==> config.mk <==
export PLATFORM = sky130hd
export DESIGN_NAME = approx_mul_err_eval
export DESIGN_NICKNAME = d
export VERILOG_FILES = /design/src/rtl/approx_eval_pkg.sv /design/src/rtl/ed_calc.sv /design/src/rtl/approx_mul_err_eval.sv
export SDC_FILE = /design/constraint.sdc
export NUM_CORES = 1
export LEC_CHECK = 0
export ABC_AREA = 1
export CAP_MARGIN = 20
export CORE_UTILIZATION = 36
export DETAILED_ROUTE_END_ITERATION = 8
export GPL_TIMING_DRIVEN = 0
export SETUP_SLACK_MARGIN = 0.2
export SLEW_MARGIN = 10
export SYNTH_ARGS = -nofsm -noshare
export SYNTH_HDL_FRONTEND = slang
export SYNTH_SLANG_ARGS = --single-unit
==> constraint.sdc <==
create_clock -name clk -period 6.39 [get_ports clk]
set_clock_uncertainty 0.05 [all_clocks]
set_input_delay 1.278 -clock clk [delete_from_list [all_inputs] [get_ports clk]]
set_output_delay 1.278 -clock clk [all_outputs]
set_load 0.02 [all_outputs]
==> src/rtl/approx_eval_pkg.sv <==
// Shared widths and FSM state type for the approximate-multiplier error evaluator.
package approx_eval_pkg;
    localparam int OP_W     = 8;
    localparam int PROD_W   = 16;
    localparam int PAIR_CNT = 65536;
    localparam int CNT_W    = 16;
    localparam int ERR_W    = 17;
    localparam int SUM_W    = 32;
    localparam int BIAS_W   = 33;

    typedef enum logic [1:0] {IDLE, SWEEP, DRAIN, DONE} state_t;
endpackage

==> src/rtl/ed_calc.sv <==
// Absolute and signed difference of two unsigned products (x = approximate, y = exact).
module ed_calc
    import approx_eval_pkg::*;
(
    input  logic [PROD_W-1:0] x,
    input  logic [PROD_W-1:0] y,
    output logic [PROD_W-1:0] abs_diff,
    output logic [PROD_W:0]   sdiff
);
    // Zero-extend both sides so the 17-bit result is the two's complement x - y.
    assign sdiff    = {1'b0, x} - {1'b0, y};
    assign abs_diff = (x >= y) ? (x - y) : (y - x);
endmodule

==> src/rtl/approx_mul_err_eval.sv <==
// Exhaustive 8x8 sweep of an external approximate multiplier, accumulating error statistics.
// Optional signed bias accumulator enabled by defining APPROX_EVAL_BIAS_EN.
module approx_mul_err_eval
    import approx_eval_pkg::*;
(
    input  logic                clk,
    input  logic                rst,
    input  logic                start,
    output logic [OP_W-1:0]     a,
    output logic [OP_W-1:0]     b,
    input  logic [PROD_W-1:0]   prod8,
    output logic                busy,
    output logic                done,
    output logic [ERR_W-1:0]    err_cnt,
    output logic [PROD_W-1:0]   max_ed,
`ifdef APPROX_EVAL_BIAS_EN
    output logic [SUM_W-1:0]    sum_ed,
    output logic signed [BIAS_W-1:0] bias_sum
`else
    output logic [SUM_W-1:0]    sum_ed
`endif
);
    state_t              state_q, state_d;
    logic [CNT_W-1:0]    cnt_q, cnt_d;
    logic                done_q, done_d;
    logic                clr;

    logic                v1_q, v1_d;
    logic                last1_q, last1_d;
    logic [PROD_W-1:0]   approx1_q, approx1_d;
    logic [PROD_W-1:0]   exact1_q, exact1_d;

    logic [ERR_W-1:0]    err_cnt_q, err_cnt_d;
    logic [PROD_W-1:0]   max_ed_q, max_ed_d;
    logic [SUM_W-1:0]    sum_ed_q, sum_ed_d;

    logic [PROD_W-1:0]   ed;
    logic [PROD_W:0]     sdiff;

    logic                sweeping;

    assign sweeping = (state_q == SWEEP);
    assign a        = sweeping ? cnt_q[CNT_W-1:OP_W] : '0;
    assign b        = sweeping ? cnt_q[OP_W-1:0]     : '0;
    assign busy     = (state_q == SWEEP) || (state_q == DRAIN);
    assign done     = done_q;
    assign err_cnt  = err_cnt_q;
    assign max_ed   = max_ed_q;
    assign sum_ed   = sum_ed_q;

    always_comb begin
        state_d = state_q;
        cnt_d   = cnt_q;
        done_d  = 1'b0;
        clr     = 1'b0;
        case (state_q)
            IDLE: if (start) begin
                state_d = SWEEP;
                cnt_d   = '0;
                clr     = 1'b1;
            end
            SWEEP: begin
                cnt_d = cnt_q + 1'b1;
                if (cnt_q == {CNT_W{1'b1}}) state_d = DRAIN;
            end
            // Stage 2 absorbs the final pair on this edge, so results are final with done.
            DRAIN: if (v1_q && last1_q) begin
                state_d = DONE;
                done_d  = 1'b1;
            end
            DONE:    state_d = IDLE;
            default: state_d = IDLE;
        endcase
    end

    always_comb begin
        v1_d      = sweeping;
        last1_d   = sweeping && (cnt_q == {CNT_W{1'b1}});
        approx1_d = prod8;
        exact1_d  = PROD_W'(a) * PROD_W'(b);
    end

    ed_calc u_ed (
        .x        (approx1_q),
        .y        (exact1_q),
        .abs_diff (ed),
        .sdiff    (sdiff)
    );

    always_comb begin
        err_cnt_d = err_cnt_q;
        max_ed_d  = max_ed_q;
        sum_ed_d  = sum_ed_q;
        if (clr) begin
            err_cnt_d = '0;
            max_ed_d  = '0;
            sum_ed_d  = '0;
        end else if (v1_q) begin
            err_cnt_d = err_cnt_q + ERR_W'(sdiff != '0);
            max_ed_d  = (ed > max_ed_q) ? ed : max_ed_q;
            sum_ed_d  = sum_ed_q + SUM_W'(ed);
        end
    end

    always_ff @(posedge clk or posedge rst) begin
        if (rst) begin
            state_q   <= IDLE;
            cnt_q     <= '0;
            done_q    <= 1'b0;
            v1_q      <= 1'b0;
            last1_q   <= 1'b0;
            approx1_q <= '0;
            exact1_q  <= '0;
            err_cnt_q <= '0;
            max_ed_q  <= '0;
            sum_ed_q  <= '0;
        end else begin
            state_q   <= state_d;
            cnt_q     <= cnt_d;
            done_q    <= done_d;
            v1_q      <= v1_d;
            last1_q   <= last1_d;
            approx1_q <= approx1_d;
            exact1_q  <= exact1_d;
            err_cnt_q <= err_cnt_d;
            max_ed_q  <= max_ed_d;
            sum_ed_q  <= sum_ed_d;
        end
    end

`ifdef APPROX_EVAL_BIAS_EN
    logic [BIAS_W-1:0] bias_sum_q, bias_sum_d;

    always_comb begin
        bias_sum_d = bias_sum_q;
        if (clr)
            bias_sum_d = '0;
        else if (v1_q)
            bias_sum_d = bias_sum_q + {{(BIAS_W-PROD_W-1){sdiff[PROD_W]}}, sdiff};
    end

    always_ff @(posedge clk or posedge rst) begin
        if (rst) bias_sum_q <= '0;
        else     bias_sum_q <= bias_sum_d;
    end

    assign bias_sum = $signed(bias_sum_q);
`endif
endmodule

# Word level (Yosys, flattened, before mapping)

Cells that the tools add are included.

$add $sub $neg: 6
$mul: 1
$lt $le $gt $ge: 2
Equal/unequal tests: 7
Muxes and demuxes: 20
Reductions and logical operators: 11

Operators by type and width:

| kind                    | number |
|---|---|
| $mux W16                | 5 |
| $mux W32                | 2 |
| $mux W17                | 2 |
| $add A32 B16 Y32        | 1 |
| $pmux W16 S2            | 1 |
| $sub A16 B16 Y16        | 2 |
| $add A17 B1 Y17         | 1 |
| $reduce_bool A17 Y1     | 1 |
| $sub A16 B16 Y17        | 1 |
| $add A16 B1 Y16 const B | 1 |
| $eq A16 B16 Y1 const B  | 1 |
| $ge A16 B16 Y1          | 1 |
| $gt A16 B16 Y1          | 1 |
| $mul A8 B8 Y16          | 1 |
| $mux W8                 | 2 |
| $pmux W2 S4             | 1 |
| $mux W2                 | 3 |
| $reduce_bool A2 Y1      | 3 |
| $eq A2 B2 Y1 const B    | 2 |
| $mux W1                 | 4 |
| $ne A2 B1 Y1 const B    | 2 |
| $reduce_and A2 Y1       | 2 |
| $reduce_and A3 Y1       | 1 |
| $eq A2 B1 Y1 const B    | 1 |
| 4 further kinds         | 5 |

Flip-flop bits (word level): 118
Bits of input ports: 19
Output and inout port bits: 83
Word-level logic and storage cells: 57

# Logic depth before layout (Yosys ltp)

Depth after elaboration: 6
Depth in mapped cells: 28

# Hierarchy

Synthesis repeated with hierarchy kept, for this count alone.

Cells, all modules: 1610
Area total of the unflattened synthesis: 10906.7 sq um

By module, submodules not included:

| module              | instances | cells each | area an instance (sq um) | sequential area each (sq um) |
|---|---|---|---|---|
| approx_mul_err_eval | 1         | 1164       | 8678.3                   | 2952.8 |
| ed_calc             | 1         | 446        | 2228.4                   | 0.0 |

# Worst setup path after synthesis

OpenSTA, ideal clock, no wires.

Path kind: register -> register
Start point: register state_q[1]
End point: register exact1_q[12]
Setup time: 0.131 ns
Data arrival time: 4.657 ns
Data required time: 6.209 ns
Path slack: 1.552 ns
Stages on the path, launching flop included: 20
Path buffers: 1
Period minus slack after synthesis: 4.838 ns
Cell sequence: dfrtp_1 > inv_1 > ha_1 > clkbuf_1 > nand2_1 > inv_1 > nand2_1 > fa_1 > fa_1 > inv_1 > fa_1 > inv_1 > fa_1 > inv_1 > ha_1 > a21oi_1 > o21ai_0 > a21oi_1 > o21ai_0 > xor2_1

Word-level cells in the longest chain between the ends: 3
Elaborated cells on any way between the ends: 4
Classes of those cells: mul (1); eq/ne (1); mux (2)

Ends and longest elaborated chain:

| what                   | RTL line                   | text |
|---|---|---|
| from (decl)            | approx_mul_err_eval.sv:23  | `state_t state_q, state_d;` |
| from (signal assigned) | approx_mul_err_eval.sv:118 | `state_q <= state_d;` |
| $eq A2 B1 Y1           | approx_mul_err_eval.sv:42  | `assign sweeping = (state_q == SWEEP);` |
| via sweeping           | approx_mul_err_eval.sv:40  | `logic sweeping;` |
| $mux W8                | approx_mul_err_eval.sv:44  | `assign b = sweeping ? cnt_q[OP_W-1:0] : '0;` |
| via b[7]               | approx_mul_err_eval.sv:10  | `output logic [OP_W-1:0] b,` |
| $mul A8 B8 Y16         | approx_mul_err_eval.sv:80  | `exact1_d = PROD_W'(a) * PROD_W'(b);` |
| via exact1_d[12]       | approx_mul_err_eval.sv:31  | `logic [PROD_W-1:0] exact1_q, exact1_d;` |
| to (signal assigned)   | approx_mul_err_eval.sv:124 | `exact1_q <= exact1_d;` |
| to (decl)              | approx_mul_err_eval.sv:31  |  |

The timed path passes the listed nets, and every way through them passes these cells.
A chain may end at the register's enable or synchronous reset.

# Worst setup path after layout

Start point: register state_q[1]
End point: register exact1_q[14]

Word-level cells in the longest chain between the ends: 3
Elaborated cells on any way between the ends: 4
Classes of those cells: mul (1); eq/ne (1); mux (2)

Ends and longest elaborated chain:

| what                              | RTL line |
|---|---|
| $eq A2 B1 Y1 (*)                  | approx_mul_err_eval.sv:42 |
| via sweeping                      | approx_mul_err_eval.sv:40 |
| $mux W8, on equally long branches | approx_mul_err_eval.sv:43, approx_mul_err_eval.sv:44 |
| $mul A8 B8 Y16 (*)                | approx_mul_err_eval.sv:80 |
| via exact1_d[14]                  | approx_mul_err_eval.sv:31 |

The timed path passes the listed nets; every way through them passes the cells marked *.

==> impl_results.md <==
* Worst-skew pair later-pin latency at 0.42 ns
* Post-synthesis net count at 1719
* Pleak at 6.79 nW
* Setup Fix Bufs, Post-CTS at 0
* RSZ-0062 raised after global routing: no
* Cell variety after synth at 46
* Final GP Congestion at 0.866
* Top cells by area, synth: dfrtp_1, nand2_1, ha_1
* Worst path cell trace: inv_1 > ha_1 > clkbuf_1 > nand2_1 > inv_1 > nand2_1 > fa_1 > fa_1 > inv_1 > fa_1 > inv_1 > fa_1 > inv_1 > ha_1 > a21oi_1 > o21ai_0 > a21oi_1 > o21ai_0 > xor2_1
* Drt total wl at 28900 microns
* Area share of the leading cell type in the synthesized netlist at 27.4%
* Synth Flop Type: dfrtp_1
* Maximum clock frequency at 186 MHz
* Die ar. at 0.0307 sq mm
* Worst Path Max Fanout at 10
* Sequential area share after synthesis at 27.4%
* Number of clock sinks at 118
* Worst-Margin Slew at 0.720 ns
* EDFF count, synth at 0
* Cells after DPL at 2044
* Number of placement rows at 63
* Hold crit path type: flip-flop to flip-flop
* Worst Path Arrival at 5.61 ns
* Final instance area at 0.0129 sq mm
* Final Critical Period at 5.38 ns
* Crit path capture type: flip-flop
* Critical path's slowest cell: fa_1
* CP Buf/Inv Count at 6
* Drt first-iter violations at 609
* Vias in the first global route at 9644
* Die Height at 175 microns
* P&R area growth vs syn at 19.7%
* Fraction of registers with async set/reset at 100%
* Max Slew Vio Count at 0
* Critical path type: flip-flop to flip-flop
* Placed Area at 0.0123 sq mm
* Crit-path max cell delay at 0.55 ns
* Number of max-cap violations at 0
* Startpoint type of the worst setup path: flip-flop
* Layout fillers at 3061
* CP required at 6.62 ns
* VDD IR-drop max at 0.173 mV
* # diodes at 0
* Core area at 0.0296 sq mm
* Hold Violations, Final at 0
* CTS H-tree depth at 4
* Drt pass-1 iters at 5
* Clock buffer depth at 2
* M1 GR Usage at 24.7%
* Routed Antenna Nets at 0
* IO Pins at 102
* Largest net degree at the start of global routing at 87
* Starting Density at 36.5%
* Vias at 10.1k
* GRT overflow at 0
* Worst-path clk slew at 0.06 ns
* CP top delay family: adder cells
* Slew HR at 51.8%
* Mean routed wirelength per cell at 13.9 microns
* Initial antenna violation count at 0
* Resize count post-CTS at 0
* Avg Inst Size Synth at 6.96 sq um
* Fin util at 43.7%
* Seq cells post-synth at 118
* Most frequent cell after synthesis: nand2_1
* Met3 GRT Util at 2.63%
* Root buf cell: clkbuf_16
* Gr usage total at 19.3%
* CTS Buf Count at 17
* NumNets Final at 1840
* Pwr/cell area at 266 mW/mm^2
* First-pass GRT wire length at 47200 microns
* Ys Warns at 0
* Final Non-Filler Cells at 2076
* Hold_ws at 0.446 ns
* Die width at 175 microns
* Register area at 0.00295 sq mm
* Layout cells sized above 1 at 5.46%
* Top cells by count, synth: nand2_1, inv_1, nor2_1
* Detailed Place HPWL at 23300 microns
* Syn Inst Count at 1552
* Tcrit/Tclk final at 84.1%
* Synth area leader: dfrtp_1
* Most frequent CP cell: inv_1
* Via density at 4.86
* DR DRC count at 0
* Hold-fix buffers, CTS at 0
* Final Setup Violations at 0
* Met2 Use GR at 33.5%
* CTS tree: built
* Busiest layer in global routing: met2
* Setup TNS at 0 ns
* Multi-input logic area at 0.00668 sq mm
* PortBufs at 101
* Post-Syn Area at 0.0108 sq mm
* Outcome: finished, final reports clean
[logic make-up after synthesis]
family,count (synthesis),synth area share [%]
AO/OA/AOI/OAI,155,7.97
buffers and inverters,299,10.8
AND/OR/NAND/NOR,811,32.3
flip-flops,118,27.4
XOR/XNOR,21,1.70
adder cells (fa/ha/maj),148,19.9
[report_power, final]
group / internal [mW] / switching, mW / total [mW]
clock network: 0.590 / 0.385 / 0.976
logic: 0.525 / 0.972 / 1.50
registers: 0.858 / 0.110 / 0.968
total: 1.97 / 1.47 / 3.44
[registers in the layout (all words and copies together), names as in the netlist]
register / count
max_ed: 16
state_q: 2
sum_ed: 32
last1_q: 1
approx1_q: 16
v1_q: 1
err_cnt: 17
cnt_q: 16
exact1_q: 16
done: 1
[worst reg2reg max path: stages (launching register included)]
cell	delay, ns
dfrtp_1	0.40
inv_1	0.09
ha_1	0.23
clkbuf_1	0.36
nand2_1	0.30
inv_1	0.19
nand2_1	0.09
fa_1	0.52
fa_1	0.55
inv_1	0.06
fa_1	0.53
inv_1	0.06
fa_1	0.53
inv_1	0.04
ha_1	0.35
a21oi_1	0.20
o21ai_0	0.09
a21oi_1	0.28
o21ai_0	0.15
xor2_1	0.17
[cell usage in the layout, fill, tap and decap left out, types with 10 or more instances in the layout]
cell / synthesis / routed
clkbuf_16: 0 / 17
xnor2_1: 10 / 10
clkbuf_1: 11 / 12
clkdlybuf4s50_1: 0 / 101
nor3_1: 28 / 28
nand2_2: 13 / 13
nand4_1: 20 / 20
a21oi_1: 81 / 81
o21ai_0: 44 / 44
xor2_1: 11 / 11
nand2_1: 440 / 440
fa_1: 39 / 39
nor2_1: 163 / 163
dfrtp_1: 118 / 118
inv_1: 265 / 264
nand3_1: 109 / 109
ha_1: 109 / 109
[metrics by stage]
stage | total power [mW] | setup slack, ns
floorplan | 1.93 | 1.55
global route | 3.68 | 0.710
CTS | 3.45 | 0.989
global placement | 2.43 | -0.0983
finish | 3.44 | 1.01
detailed placement | 2.46 | 1.00
[layout make-up]
| type | count | area share (%) |
|---|---|---|
| Clock buffer | 19 | 3.43 |
| Buffer | 23 | 1.01 |
| Multi-Input combinational cell | 1135 | 51.7 |
| Sequential cell | 118 | 22.9 |
| Inverter | 276 | 8.06 |
| Tap cell | 390 | 3.78 |
| Clock inverter | 13 | 1.15 |
| Timing Repair Buffer | 102 | 8.04 |
[path summary, 6_finish.rpt]
path / start / endpoint / slack (ns) / depth (start not counted)
worst min register to register: err_cnt[15]$_DFFE_PP0P_ / err_cnt[15]$_DFFE_PP0P_ / 0.45 / 1
worst min-delay path: err_cnt[15]$_DFFE_PP0P_ / err_cnt[15]$_DFFE_PP0P_ / 0.45 / 1
max in group asynchronous: rst / max_ed[6]$_DFFE_PP0P_ / 4.36 / 3
min in group asynchronous: rst / cnt_q[14]$_DFFE_PP0P_ / 1.16 / 2
worst max-delay path: state_q[1]$_DFFE_PP0P_ / exact1_q[14]$_DFF_PP0_ / 1.01 / 19
worst max register to register: state_q[1]$_DFFE_PP0P_ / exact1_q[14]$_DFF_PP0_ / 1.01 / 19
[routing by layer]
metal  routed length (microns)  part of all wire (%)  vias to the layer above
met4                       550                   1.9                        0
met1                     13100                    45                     4673
met2                     14100                    49                      245
met3                      1140                   3.9                       29
li1                          -                     -                     5135
met5                         0                     0                        -
No activity file was read; power rests on OpenSTA's default activity.
